File: config.mk
export PLATFORM = sky130hd
export DESIGN_NAME = alu_seq
export DESIGN_NICKNAME = d
export VERILOG_FILES = /design/src/rtl/alu_seq.sv
export SDC_FILE = /design/constraint.sdc
export NUM_CORES = 1
export LEC_CHECK = 0
export ABC_CLOCK_PERIOD_IN_PS = 5830
export CORE_UTILIZATION = 50
export CTS_CLUSTER_DIAMETER = 40
export CTS_CLUSTER_SIZE = 24
export DETAILED_ROUTE_END_ITERATION = 6
export GPL_ROUTABILITY_DRIVEN = 0
export PLACE_DENSITY = 0.75
export REMOVE_ABC_BUFFERS = 1
export SLEW_MARGIN = 30
export SYNTH_ARGS = -nofsm -noshare
export SYNTH_HDL_FRONTEND = slang
export SYNTH_SLANG_ARGS = --single-unit
File: constraint.sdc
create_clock -name clk -period 5.83 [get_ports clk]
set_input_delay 0.8745 -clock clk [delete_from_list [all_inputs] [get_ports clk]]
set_output_delay 0.8745 -clock clk [all_outputs]
set_load 0.005 [all_outputs]
File: src/rtl/alu_seq.sv
// alu_seq: registered ALU with a start/busy/done handshake and a multi-cycle
// shift-add multiplier producing a double-width product.
//
// Ports:
//   clk        system clock, rising edge
//   rst        asynchronous active-high reset
//   start      request, sampled only while busy=0
//   op         operation code
//   a, b       operands, latched at the accepting edge
//   busy       multiplier in progress
//   done       one-cycle pulse, result and flags valid
//   result     result (low half of the product for MUL)
//   result_hi  high half of the product for MUL, 0 otherwise
//   flag_z     result == 0
//   flag_cy    carry / borrow / shift-out / MUL high half non-zero
//   flag_ov    signed overflow for add/sub-type ops
//   flag_p     even parity of result
//   flag_s     result MSB
module alu_seq #(
  parameter int unsigned WIDTH = 8
) (
  input  logic             clk,
  input  logic             rst,
  input  logic             start,
  input  logic [3:0]       op,
  input  logic [WIDTH-1:0] a,
  input  logic [WIDTH-1:0] b,
  output logic             busy,
  output logic             done,
  output logic [WIDTH-1:0] result,
  output logic [WIDTH-1:0] result_hi,
  output logic             flag_z,
  output logic             flag_cy,
  output logic             flag_ov,
  output logic             flag_p,
  output logic             flag_s
);

  localparam int unsigned CntW = $clog2(WIDTH + 1);

  localparam logic [3:0] OpNot = 4'd0;
  localparam logic [3:0] OpXor = 4'd1;
  localparam logic [3:0] OpOr  = 4'd2;
  localparam logic [3:0] OpAnd = 4'd3;
  localparam logic [3:0] OpSub = 4'd4;
  localparam logic [3:0] OpAdd = 4'd5;
  localparam logic [3:0] OpRr  = 4'd6;
  localparam logic [3:0] OpRl  = 4'd7;
  localparam logic [3:0] OpDec = 4'd8;
  localparam logic [3:0] OpInc = 4'd9;
  localparam logic [3:0] OpAdc = 4'd10;
  localparam logic [3:0] OpSbb = 4'd11;
  localparam logic [3:0] OpMul = 4'd12;

  typedef enum logic [0:0] {StIdle, StMul} state_e;

  state_e               state_q, state_d;
  logic [CntW-1:0]      cnt_q, cnt_d;
  logic [WIDTH-1:0]     mcand_q, mcand_d;
  logic [2*WIDTH-1:0]   prod_q, prod_d;
  logic [WIDTH-1:0]     result_q, result_d;
  logic [WIDTH-1:0]     result_hi_q, result_hi_d;
  logic                 done_q, done_d;
  logic                 z_q, z_d, cy_q, cy_d, ov_q, ov_d, p_q, p_d, s_q, s_d;

  // Single-cycle datapath
  logic [WIDTH:0]       ext_a, ext_b, ext_one, ext_cin, wide;
  logic [WIDTH-1:0]     alu_res;
  logic                 alu_cy, alu_ov;

  // Multiplier step: conditionally add the multiplicand into the high half,
  // then shift the whole {carry, hi, lo} right by one.
  logic [WIDTH:0]       step_sum;
  logic [2*WIDTH-1:0]   prod_step;

  function automatic logic add_ov(input logic x, input logic y, input logic r);
    return (x == y) && (r != x);
  endfunction

  function automatic logic sub_ov(input logic x, input logic y, input logic r);
    return (x != y) && (r != x);
  endfunction

  assign ext_a   = {1'b0, a};
  assign ext_b   = {1'b0, b};
  assign ext_one = {{WIDTH{1'b0}}, 1'b1};
  assign ext_cin = {{WIDTH{1'b0}}, cy_q};

  always_comb begin
    wide    = '0;
    alu_res = a;
    alu_cy  = cy_q;  // logic and reserved ops keep the previous carry
    alu_ov  = 1'b0;
    unique case (op)
      OpNot: alu_res = ~a;
      OpXor: alu_res = a ^ b;
      OpOr:  alu_res = a | b;
      OpAnd: alu_res = a & b;
      OpSub: begin
        wide    = ext_a - ext_b;
        alu_res = wide[WIDTH-1:0];
        alu_cy  = wide[WIDTH];
        alu_ov  = sub_ov(a[WIDTH-1], b[WIDTH-1], wide[WIDTH-1]);
      end
      OpAdd: begin
        wide    = ext_a + ext_b;
        alu_res = wide[WIDTH-1:0];
        alu_cy  = wide[WIDTH];
        alu_ov  = add_ov(a[WIDTH-1], b[WIDTH-1], wide[WIDTH-1]);
      end
      OpRr: begin
        alu_res = {1'b0, a[WIDTH-1:1]};
        alu_cy  = a[0];
      end
      OpRl: begin
        alu_res = {a[WIDTH-2:0], 1'b0};
        alu_cy  = a[WIDTH-1];
      end
      OpDec: begin
        wide    = ext_a - ext_one;
        alu_res = wide[WIDTH-1:0];
        alu_cy  = wide[WIDTH];
        alu_ov  = sub_ov(a[WIDTH-1], 1'b0, wide[WIDTH-1]);
      end
      OpInc: begin
        wide    = ext_a + ext_one;
        alu_res = wide[WIDTH-1:0];
        alu_cy  = wide[WIDTH];
        alu_ov  = add_ov(a[WIDTH-1], 1'b0, wide[WIDTH-1]);
      end
      OpAdc: begin
        wide    = ext_a + ext_b + ext_cin;
        alu_res = wide[WIDTH-1:0];
        alu_cy  = wide[WIDTH];
        alu_ov  = add_ov(a[WIDTH-1], b[WIDTH-1], wide[WIDTH-1]);
      end
      OpSbb: begin
        // Bit WIDTH of the (WIDTH+1)-bit difference is set exactly when b+cy > a
        wide    = ext_a - ext_b - ext_cin;
        alu_res = wide[WIDTH-1:0];
        alu_cy  = wide[WIDTH];
        alu_ov  = sub_ov(a[WIDTH-1], b[WIDTH-1], wide[WIDTH-1]);
      end
      default: alu_res = a;
    endcase
  end

  assign step_sum  = {1'b0, prod_q[2*WIDTH-1:WIDTH]} +
                     (prod_q[0] ? {1'b0, mcand_q} : {(WIDTH + 1){1'b0}});
  assign prod_step = {step_sum, prod_q[WIDTH-1:1]};

  always_comb begin
    state_d     = state_q;
    cnt_d       = cnt_q;
    mcand_d     = mcand_q;
    prod_d      = prod_q;
    result_d    = result_q;
    result_hi_d = result_hi_q;
    done_d      = 1'b0;
    cy_d        = cy_q;
    ov_d        = ov_q;
    z_d         = z_q;
    p_d         = p_q;
    s_d         = s_q;
    unique case (state_q)
      StIdle: begin
        if (start) begin
          if (op == OpMul) begin
            state_d = StMul;
            cnt_d   = CntW'(WIDTH);
            mcand_d = a;
            prod_d  = {{WIDTH{1'b0}}, b};
          end else begin
            done_d      = 1'b1;
            result_d    = alu_res;
            result_hi_d = '0;
            cy_d        = alu_cy;
            ov_d        = alu_ov;
          end
        end
      end
      StMul: begin
        prod_d = prod_step;
        cnt_d  = cnt_q - CntW'(1);
        if (cnt_q == CntW'(1)) begin
          state_d     = StIdle;
          done_d      = 1'b1;
          result_d    = prod_step[WIDTH-1:0];
          result_hi_d = prod_step[2*WIDTH-1:WIDTH];
          cy_d        = |prod_step[2*WIDTH-1:WIDTH];
          ov_d        = 1'b0;
        end
      end
    endcase
    // z/p/s follow the final (low-half) result whenever one is delivered
    if (done_d) begin
      z_d = (result_d == '0);
      p_d = ~^result_d;
      s_d = result_d[WIDTH-1];
    end
  end

  always_ff @(posedge clk or posedge rst) begin
    if (rst) begin
      state_q     <= StIdle;
      cnt_q       <= '0;
      mcand_q     <= '0;
      prod_q      <= '0;
      result_q    <= '0;
      result_hi_q <= '0;
      done_q      <= 1'b0;
      z_q         <= 1'b0;
      cy_q        <= 1'b0;
      ov_q        <= 1'b0;
      p_q         <= 1'b0;
      s_q         <= 1'b0;
    end else begin
      state_q     <= state_d;
      cnt_q       <= cnt_d;
      mcand_q     <= mcand_d;
      prod_q      <= prod_d;
      result_q    <= result_d;
      result_hi_q <= result_hi_d;
      done_q      <= done_d;
      z_q         <= z_d;
      cy_q        <= cy_d;
      ov_q        <= ov_d;
      p_q         <= p_d;
      s_q         <= s_d;
    end
  end

  assign busy      = (state_q == StMul);
  assign done      = done_q;
  assign result    = result_q;
  assign result_hi = result_hi_q;
  assign flag_z    = z_q;
  assign flag_cy   = cy_q;
  assign flag_ov   = ov_q;
  assign flag_p    = p_q;
  assign flag_s    = s_q;

endmodule
==> metrics.txt, run 1 <==
power per cell area 306.0 mW/mm²; clk_lat worst skew 0.31 ns; final instance area 0.005898 mm²; Worst Path Required 6.02 ns; Hold Crit Class register to register; EDFF count, synth 0; Min Hold Slack 0.4852 ns; largest cells by area after synthesis dfrtp_1 (24%), ha_1 (11%), nand2_1 (5.5%), o21ai_0 (5.1%), xnor2_1 (4.5%); first-pass GRT wire length 25900 µm; DRT iter0 DRCs 640; maxcap violations 0; nets 750; num ports 46; Die ar. 0.01097 mm²; Hold Startpoint result_hi[5]$_DFFE_PP0P_; row count 37; vias in the first global route 5072; number of antenna diodes 0; DRC Markers 0; worst vdd ir 189.1 µV; Longest Clk Path Bufs 2; R2R setup slack 2.69 ns; CTS Buf Count 5; Hold Vio Cnt, Final 0; Post-Layout Cell Count 815; outcome completed; Yosys Warn Count 0; CORE AREA 0.01028 mm²; ys flop type dfrtp_1; top cells by count, synth nand2_1 (77), o21ai_0 (54), dfrtp_1 (51); kind of critical path input pin to register; largest net degree at the start of global routing 52; Worst Tran Pin Value 0.8450 ns; Async SR Flop Fraction 100.0%; crit path capture flag_p$_DFFE_PP0P_; # hold bufs at CTS 0; TNS Setup 0 ns; Critical Path Source Type input pin; layout cells sized above 1 6.333%; input/output buffers 45; Worst Skew 0.008745 ns; Setup crit end kind register; Worst Setup SP a[0]; max-slew headroom at the worst pin 43.46%; Post-Route WL 16080 µm; initial antenna violation count 0; Worst R2R End flag_cy$_DFFE_PP0P_; CTS resizes 0; sequential share of the synthesized area 24.18%; Area after DPL 0.005794 mm²; # H-tree levels 2; Root Buffer clkbuf_8; fmax 0.2083 GHz; post-synth top area share 24.18%; total grt overflow 0; CP arrival 5.00 ns; DR pass1 iterations 6; Overall Power 1.805 mW; Avg WL per Cell 19.73 µm; unrepaired setup endpoints after global routing no; Leakage 2.594 nW; DP Cell Count 807; Final Critical Period 4.802 ns; most frequent cell after synthesis nand2_1; synthesized cell area 0.005278 mm²; hold depth 2; # setup viols final 0; Netlist cell types 78; Yosys top cell by area dfrtp_1; Clock Pin Slew Worst Setup and Hold Paths 0.09 ns; post-route ant nets 0; Final period util 82.36%; Die Wd 104.7 µm; Via Count 5287; area grow syn2layout 11.76%; Tot GR Track Use 29.41%; syn_area_per_cell 8.094 µm²; R2R depth 11; via/cell ratio 6.487; Post-Syn Instances 652; Critical R2R Launch prod_q[0]$_DFFE_PP0P_; setup bufs post-CTS 0; Die Y 104.7 µm; starting density of the core 51.35%; CTS tree yes; clock sink count 51; Worst Path Max Fanout 8; dpl hpwl 12200 µm; max-slew violation count 0; synthesis-stage register bit count 51
[registers in the layout, summed over array words and instances, names as in the netlist]
signal	flops
prod_q	16
mcand_q	8
result	8
result_hi	8
cnt_q	4
busy	1
done	1
flag_cy	1
flag_ov	1
flag_p	1
flag_s	1
flag_z	1
[layout by cell type, fill, tap and decap left out, types with 12 or more instances in the layout]
| cell | instances |
|---|---|
| nand2_1 | 77 |
| o21ai_0 | 54 |
| dfrtp_1 | 51 |
| nor2_1 | 47 |
| ha_1 | 46 |
| clkdlybuf4s50_1 | 44 |
| inv_1 | 33 |
| a21oi_1 | 30 |
| xnor2_1 | 27 |
| nand3_1 | 24 |
| nor3_1 | 20 |
| mux2i_1 | 16 |
| a31oi_1 | 12 |
[worst min path at each step]
stage / end / slack [ns]
detailed placement: mcand_q[7]$_DFFE_PP0P_ / 0.47
global route: result_hi[5]$_DFFE_PP0P_ / 0.51
global placement: result_hi[1]$_DFFE_PP0P_ / 0.46
finish: result_hi[5]$_DFFE_PP0P_ / 0.49
CTS: mcand_q[7]$_DFFE_PP0P_ / 0.49
floorplan: mcand_q[0]$_DFFE_PP0P_ / 0.44
[power by group]
group	internal [mW]	switching (mW)
Clock	0.108	0.122
Sequential	0.487	0.101
Combinational	0.454	0.534
Total	1.05	0.756
[critical path: stages]
cell	delay, ns
clkdlybuf4s50_1	0.64
inv_1	0.18
ha_1	0.28
fa_1	0.48
xnor2_1	0.26
nand3_1	0.20
nor3_1	0.44
nand4b_4	0.19
xnor2_2	0.24
a211oi_2	0.11
a32oi_2	0.33
a21oi_1	0.07
ha_1	0.29
xnor2_1	0.18
xnor2_1	0.13
o21ai_0	0.08
[area by class of cell]
cell class	instances	area, µm²
sequential	51	1276
clock inverter	1	7.507
inverter	38	145.1
multi-input combinational	529	3697
clock buffer	7	96.34
fill	970	4379
tap	136	170.2
timing repair buffer	53	505.5
[stage by stage]
step	utilization, %	worst slack (ns)
after global placement	56.36	0.9030
after global routing	57.39	0.6583
after CTS	57.39	1.108
after detailed placement	56.38	0.7863
after floorplan	-	1.952
final	57.39	1.028
[kinds of logic (layout without fill, tap and decap cells)]
logic type               after synthesis  in the layout  synth area share [%]
multiplexers                          22             22                 4.315
adder cells (fa/ha/maj)               49             49                 12.04
XOR/XNOR                              39             39                 7.255
buffers and inverters                 72             99                 5.761
AO/OA/AOI/OAI                        201            201                 26.55
flip-flops                            51             51                 24.18
AND/OR/NAND/NOR                      218            218                 19.89
[per-layer routing]
metal / part of all wire (%) / track usage, % / wire [µm] / up-vias
li1: - / - / - / 2430
met1: 41 / 38.55 / 6575 / 2467
met2: 46 / 47.82 / 7363 / 329
met3: 9.3 / 3.805 / 1501 / 61
met4: 4.0 / 14.29 / 637 / 0
met5: 0 / 0 / 0 / -
No activity file was read; power rests on OpenSTA's default activity.
==> inputs of run 2 (changes only) <==
ABC_CLOCK_PERIOD_IN_PS = 4500   (was 5830)
clock period = 4.5 ns   (was 5.83 ns; I/O delays follow)
==> metrics.txt, run 2 (same netlist as run 1, synthesis figures left out) <==
initial antenna violation count 0 (unchanged); DRC Markers 0 (unchanged); DRT iter0 DRCs 627 (-2.0%); Setup crit end kind register; first-pass GRT wire length 26610 µm (+2.7%); CP top delay family compound AO/OA/AOI/OAI gates; post-route ant nets 0 (unchanged); input/output buffers 45 (unchanged); Final period util 93.47%; Post-Route WL 16000 µm (-0.47%); Critical Path Source Type input pin; layout cells sized above 1 10.81% (+4.5 points); Worst Skew 0.008354 ns (-0.0003904 ns); total grt overflow 0 (unchanged); Via Count 5473 (+3.5%); unrepaired setup endpoints after global routing no; CP max stage cell clkdlybuf4s50_1; starting density of the core 51.35% (unchanged); R2R depth 11 (unchanged); number of flip-flops in the largest register 16 (unchanged); Layout fillers 943 (-2.8%); Longest Clk Path Bufs 2 (unchanged); row count 37 (unchanged); CP arrival 4.40 ns (-0.60 ns); area grow syn2layout 16.33%; commonest non-fill, non-tap cell in the layout nand2_1; Overall Power 2.331 mW (+29%); most frequent cells in the layout nand2_1 (77), o21ai_0 (54), dfrtp_1 (51); Root Buffer clkbuf_8; nets 783 (+4.4%); clk_lat worst skew 0.31 ns (about the same); Worst Path Max Fanout 6 (-2); CORE AREA 0.01028 mm² (unchanged); max-slew violation count 0 (unchanged); dpl hpwl 12540 µm (+2.7%); max-slew headroom at the worst pin 43.89% (+0.44 points); # hold bufs at CTS 0 (unchanged); setup bufs post-CTS 0 (unchanged); DP Cell Count 840 (+4.1%); Hold Vio Cnt, Final 0 (unchanged); number of antenna diodes 0 (unchanged); Post-Layout Cell Count 848 (+4.0%); CP most frequent cell xnor2_1; # setup viols final 0 (unchanged); CTS resizes 0 (unchanged); Worst Tran Pin Value 0.8416 ns (-0.003413 ns); CTS Buf Count 5 (unchanged); maxcap violations 0 (unchanged); hold depth 2 (unchanged); Die Wd 104.7 µm (unchanged); clock sink count 51 (unchanged); Hold Crit Endpoint mcand_q[4]$_DFFE_PP0P_; vias in the first global route 5355 (+5.6%); kind of critical path input pin to register; WP buf/inv 2 (unchanged); Hold Crit Class register to register; Die Y 104.7 µm (unchanged); TNS Setup 0 ns (unchanged); Worst Path Required 4.70 ns (-1.32 ns); Clock Pin Slew Worst Setup and Hold Paths 0.10 ns (about the same); Die ar. 0.01097 mm² (unchanged); CP cell instances clkdlybuf4s50_1 > inv_1 > fa_1 > nor2_1 > o2111ai_1 > o311a_4 > nand4b_4 > xnor2_2 > a211oi_2 > a32oi_2 > a21oi_1 > ha_1 > xnor2_1 > xnor2_1 > o21ai_0; num ports 46 (unchanged); Tot GR Track Use 30.01% (+0.60 points); largest net degree at the start of global routing 52 (unchanged); R2R setup slack 1.27 ns (-1.42 ns); power per cell area 379.7 mW/mm² (+24%); critical path's largest stage delay 0.62 ns (-0.02 ns); CTS tree yes; Worst R2R End flag_cy$_DFFE_PP0P_; Critical R2R Launch prod_q[0]$_DFFE_PP0P_; Avg WL per Cell 18.87 µm (-4.3%); outcome completed; DR pass1 iterations 6 (unchanged); # H-tree levels 2 (unchanged); Hold Startpoint mcand_q[4]$_DFFE_PP0P_; via/cell ratio 6.454 (-0.51%); fmax 0.2377 GHz; Biggest register prod_q; worst vdd ir 221.3 µV (+17%); Final Critical Period 4.206 ns; Leakage 2.753 nW (+6.1%)
==> run 2: final cells by class <==
class                   count  area [µm²]  share of cell area [%]
clock buffers               5       68.82                   1.121
clock inverters             3       23.77                  0.3872
inverters                  38       145.1                   2.364
multi-input cells         529        3702                   60.30
flip-flops and latches     51        1276                   20.79
well taps                 136       170.2                   2.772
repair buffers             86       753.2                   12.27
==> run 2: worst max-delay path by stage <==
stage,from,to,depth (start not counted)
final,a[1],flag_p$_DFFE_PP0P_,15
after global routing,a[1],flag_p$_DFFE_PP0P_,15
after floorplan,a[0],flag_p$_DFFE_PP0P_,15
after CTS,a[1],flag_p$_DFFE_PP0P_,15
after global placement,b[0],flag_p$_DFFE_PP0P_,15
after detailed placement,b[0],flag_p$_DFFE_PP0P_,15
==> run 2: per-stage QoR <==
step           util (%)  hold slack, ns  area, µm²  worst slack (ns)
2_1_floorplan         -          0.4424       5116            0.8215
3_3_place_gp      58.77          0.4560       6040           0.07560
3_5_place_dp      58.79          0.4631       6042          -0.02603
4_1_cts           59.69          0.4864       6135            0.2983
5_1_grt           59.74          0.5211       6140           0.02501
6_report          59.74          0.4803       6140            0.2937
==> run 2: where the power goes <==
group	leakage, nW	switching [mW]	internal, mW
clock	0.0461	0.162	0.113
combinational	2.05	0.674	0.608
sequential	0.661	0.144	0.630
total	2.75	0.980	1.35
==> run 2: layer usage <==
layer / track usage (%) / routed length, µm
met1: 37.90 / 6445
met2: 50.61 / 7577
met5: 0 / 0
met4: 12.37 / 580
met3: 5.115 / 1397
==> run 2: worst register-to-register path, stage by stage (launching register included) <==
cell	delay [ns]
dfrtp_1	0.47
and2_1	0.17
ha_1	0.22
fa_1	0.44
a211oi_1	0.24
o21bai_1	0.13
a21oi_2	0.20
xnor2_1	0.10
or4_1	0.50
a211o_1	0.32
nor3_1	0.24
a21oi_1	0.10
==> inputs of run 3 (changes only) <==
CORE_ASPECT_RATIO = 0.8   (was default)
==> metrics.txt, run 3 (same netlist as run 1, synthesis figures left out) <==
Longest Clk Path Bufs 2 (unchanged); Area after DPL 0.006075 mm² (+0.54%); CORE AREA 0.01024 mm² (-0.37%); fmax 0.2361 GHz (-0.68%); worst vdd ir 219.6 µV (-0.78%); Leakage 2.797 nW (+1.6%); Root Buffer clkbuf_16; Setup crit end kind register; Final period util 94.11% (+0.64 points); Worst Skew 0.005874 ns (-0.002480 ns); Die Y 93.89 µm (-10%); Via Count 5479 (+0.11%); pre-CTS setup slack -0.1243 ns (-0.09828 ns); maxcap violations 0 (unchanged); Avg WL per Cell 19.29 µm (+2.2%); vias in the first global route 5069 (-5.3%); Final WS setup 0.2649 ns (-0.02877 ns); CTS Buf Count 5 (unchanged); dpl hpwl 12820 µm (+2.2%); Worst Path Required 4.67 ns (-0.03 ns); area grow syn2layout 18.02%; unrepaired setup endpoints after global routing no; CTS tree yes; CP cell instances clkdlybuf4s50_1 > inv_1 > ha_1 > a211oi_1 > nor2_1 > xnor2_1 > nand3_1 > mux2i_1 > xnor2_1 > o211ai_1 > a31oi_1 > ha_1 > xor2_1 > xnor2_1 > o21ai_0; DRT iter0 DRCs 691 (+10%); Die ar. 0.01097 mm² (about the same); Post-Layout Cell Count 853 (+0.59%); commonest non-fill, non-tap cell in the layout nand2_1; CP most frequent cell xnor2_1; Clock Pin Slew Worst Setup and Hold Paths 0.07 ns (-0.03 ns); max-slew headroom at the worst pin 37.06% (-6.8 points); Hold Crit Class register to register; CP arrival 4.41 ns (about the same); Post-Route WL 16450 µm (+2.8%); nets 785 (+0.26%); DR pass1 iterations 6 (unchanged); power per cell area 400.0 mW/mm² (+5.3%); row count 33 (-11%); max-slew violation count 0 (unchanged); number of flip-flops in the largest register 16 (unchanged); critical path's largest stage delay 0.61 ns (about the same); DP Cell Count 846 (+0.71%); Die Wd 116.9 µm (+12%); Biggest register prod_q; CP max stage cell clkdlybuf4s50_1; first-pass GRT wire length 26610 µm (about the same); Final Critical Period 4.235 ns (+0.02877 ns); # setup viols final 0 (unchanged); kind of critical path input pin to register; num ports 46 (unchanged); # hold bufs at CTS 0 (unchanged); setup bufs post-CTS 0 (unchanged); post-route ant nets 0 (unchanged); Worst Path Max Fanout 6 (unchanged); layout cells sized above 1 11.08% (+0.27 points); DRC Markers 0 (unchanged); Tot GR Track Use 31.64% (+1.6 points); total grt overflow 0 (unchanged); Worst Tran Pin Value 0.9441 ns (+0.1025 ns); clock sink count 51 (unchanged); input/output buffers 45 (unchanged); number of antenna diodes 0 (unchanged); # H-tree levels 2 (unchanged); starting density of the core 51.54% (+0.19 points); initial antenna violation count 0 (unchanged); outcome completed; largest net degree at the start of global routing 52 (unchanged); via/cell ratio 6.423 (-0.48%); clk_lat worst skew 0.29 ns (-0.02 ns); most frequent cells in the layout nand2_1 (77), o21ai_0 (54), dfrtp_1 (51); Critical Path Source Type input pin; Util after Layout 60.83% (+1.1 points); Hold Vio Cnt, Final 0 (unchanged); final instance area 0.006228 mm² (+1.4%)
run 3: changes by cell type in the layout (fill, tap and decap cells not counted), sizes merged:
cell	delta
buf	+2
inv	-1
clkinvlp	-1
clkbuf	+1
run 3: area by class of cell:
type / instances / area, µm²
Clock buffer: 6 / 138.9
Clock inverter: 1 / 5.005
Inverter: 38 / 145.1
Multi-Input combinational cell: 529 / 3707
Tap cell: 140 / 175.2
Fill cell: 958 / 4011
Timing Repair Buffer: 88 / 780.7
Sequential cell: 51 / 1276
run 3: worst paths after layout:
check / start / to / slack [ns] / depth (start not counted)
max in group asynchronous: rst / result_hi[2]$_DFFE_PP0P_ / 3.26 / 2
min in group asynchronous: rst / cnt_q[1]$_DFFE_PP0P_ / 0.82 / 2
worst min register to register: mcand_q[0]$_DFFE_PP0P_ / mcand_q[0]$_DFFE_PP0P_ / 0.48 / 2
worst max-delay path: a[1] / flag_p$_DFFE_PP0P_ / 0.26 / 15
worst min-delay path: mcand_q[0]$_DFFE_PP0P_ / mcand_q[0]$_DFFE_PP0P_ / 0.48 / 2
worst max register to register: prod_q[0]$_DFFE_PP0P_ / flag_cy$_DFFE_PP0P_ / 1.18 / 11
run 3: worst max-delay path, delay by kind of cell:
family / cells / cell delay, ns
AOI/OAI and AO/OA: 4 / 0.95
xor gates and xnor gates: 4 / 0.77
adders and majority gates: 2 / 0.67
buffers and inverters: 2 / 0.75
muxes: 1 / 0.23
and+or+nand+nor: 2 / 0.36
run 3: stage by stage:
step / hold WS [ns] / power (mW) / setup TNS [ns]
floorplan: 0.4424 / 1.529 / 0
global placement: 0.4612 / 2.041 / 0
detailed placement: 0.4652 / 2.084 / -0.1243
CTS: 0.4795 / 2.474 / 0
global route: 0.4927 / 2.658 / 0
finish: 0.4764 / 2.491 / 0
run 3: where the power goes:
group	switching, mW	leakage (nW)	internal, mW
clock network	0.163	0.0727	0.217
logic	0.719	2.06	0.623
registers	0.137	0.661	0.632
total	1.02	2.80	1.47
run 3: what timing repair did:
action / 4_1_cts / 5_1_grt
endpoints found under the hold margin: 0 / 0
setup endpoints to repair: 0 / 1
resized for setup: 0 / 2
run 3: layer usage:
layer | global-route usage, % | vias up | wire [µm]
met2 | 47.78 | 355 | 7053
met3 | 5.935 | 63 | 1812
li1 | - | 2507 | -
met1 | 45.11 | 2554 | 7091
met4 | 10.44 | 0 | 497
met5 | 0 | - | 0
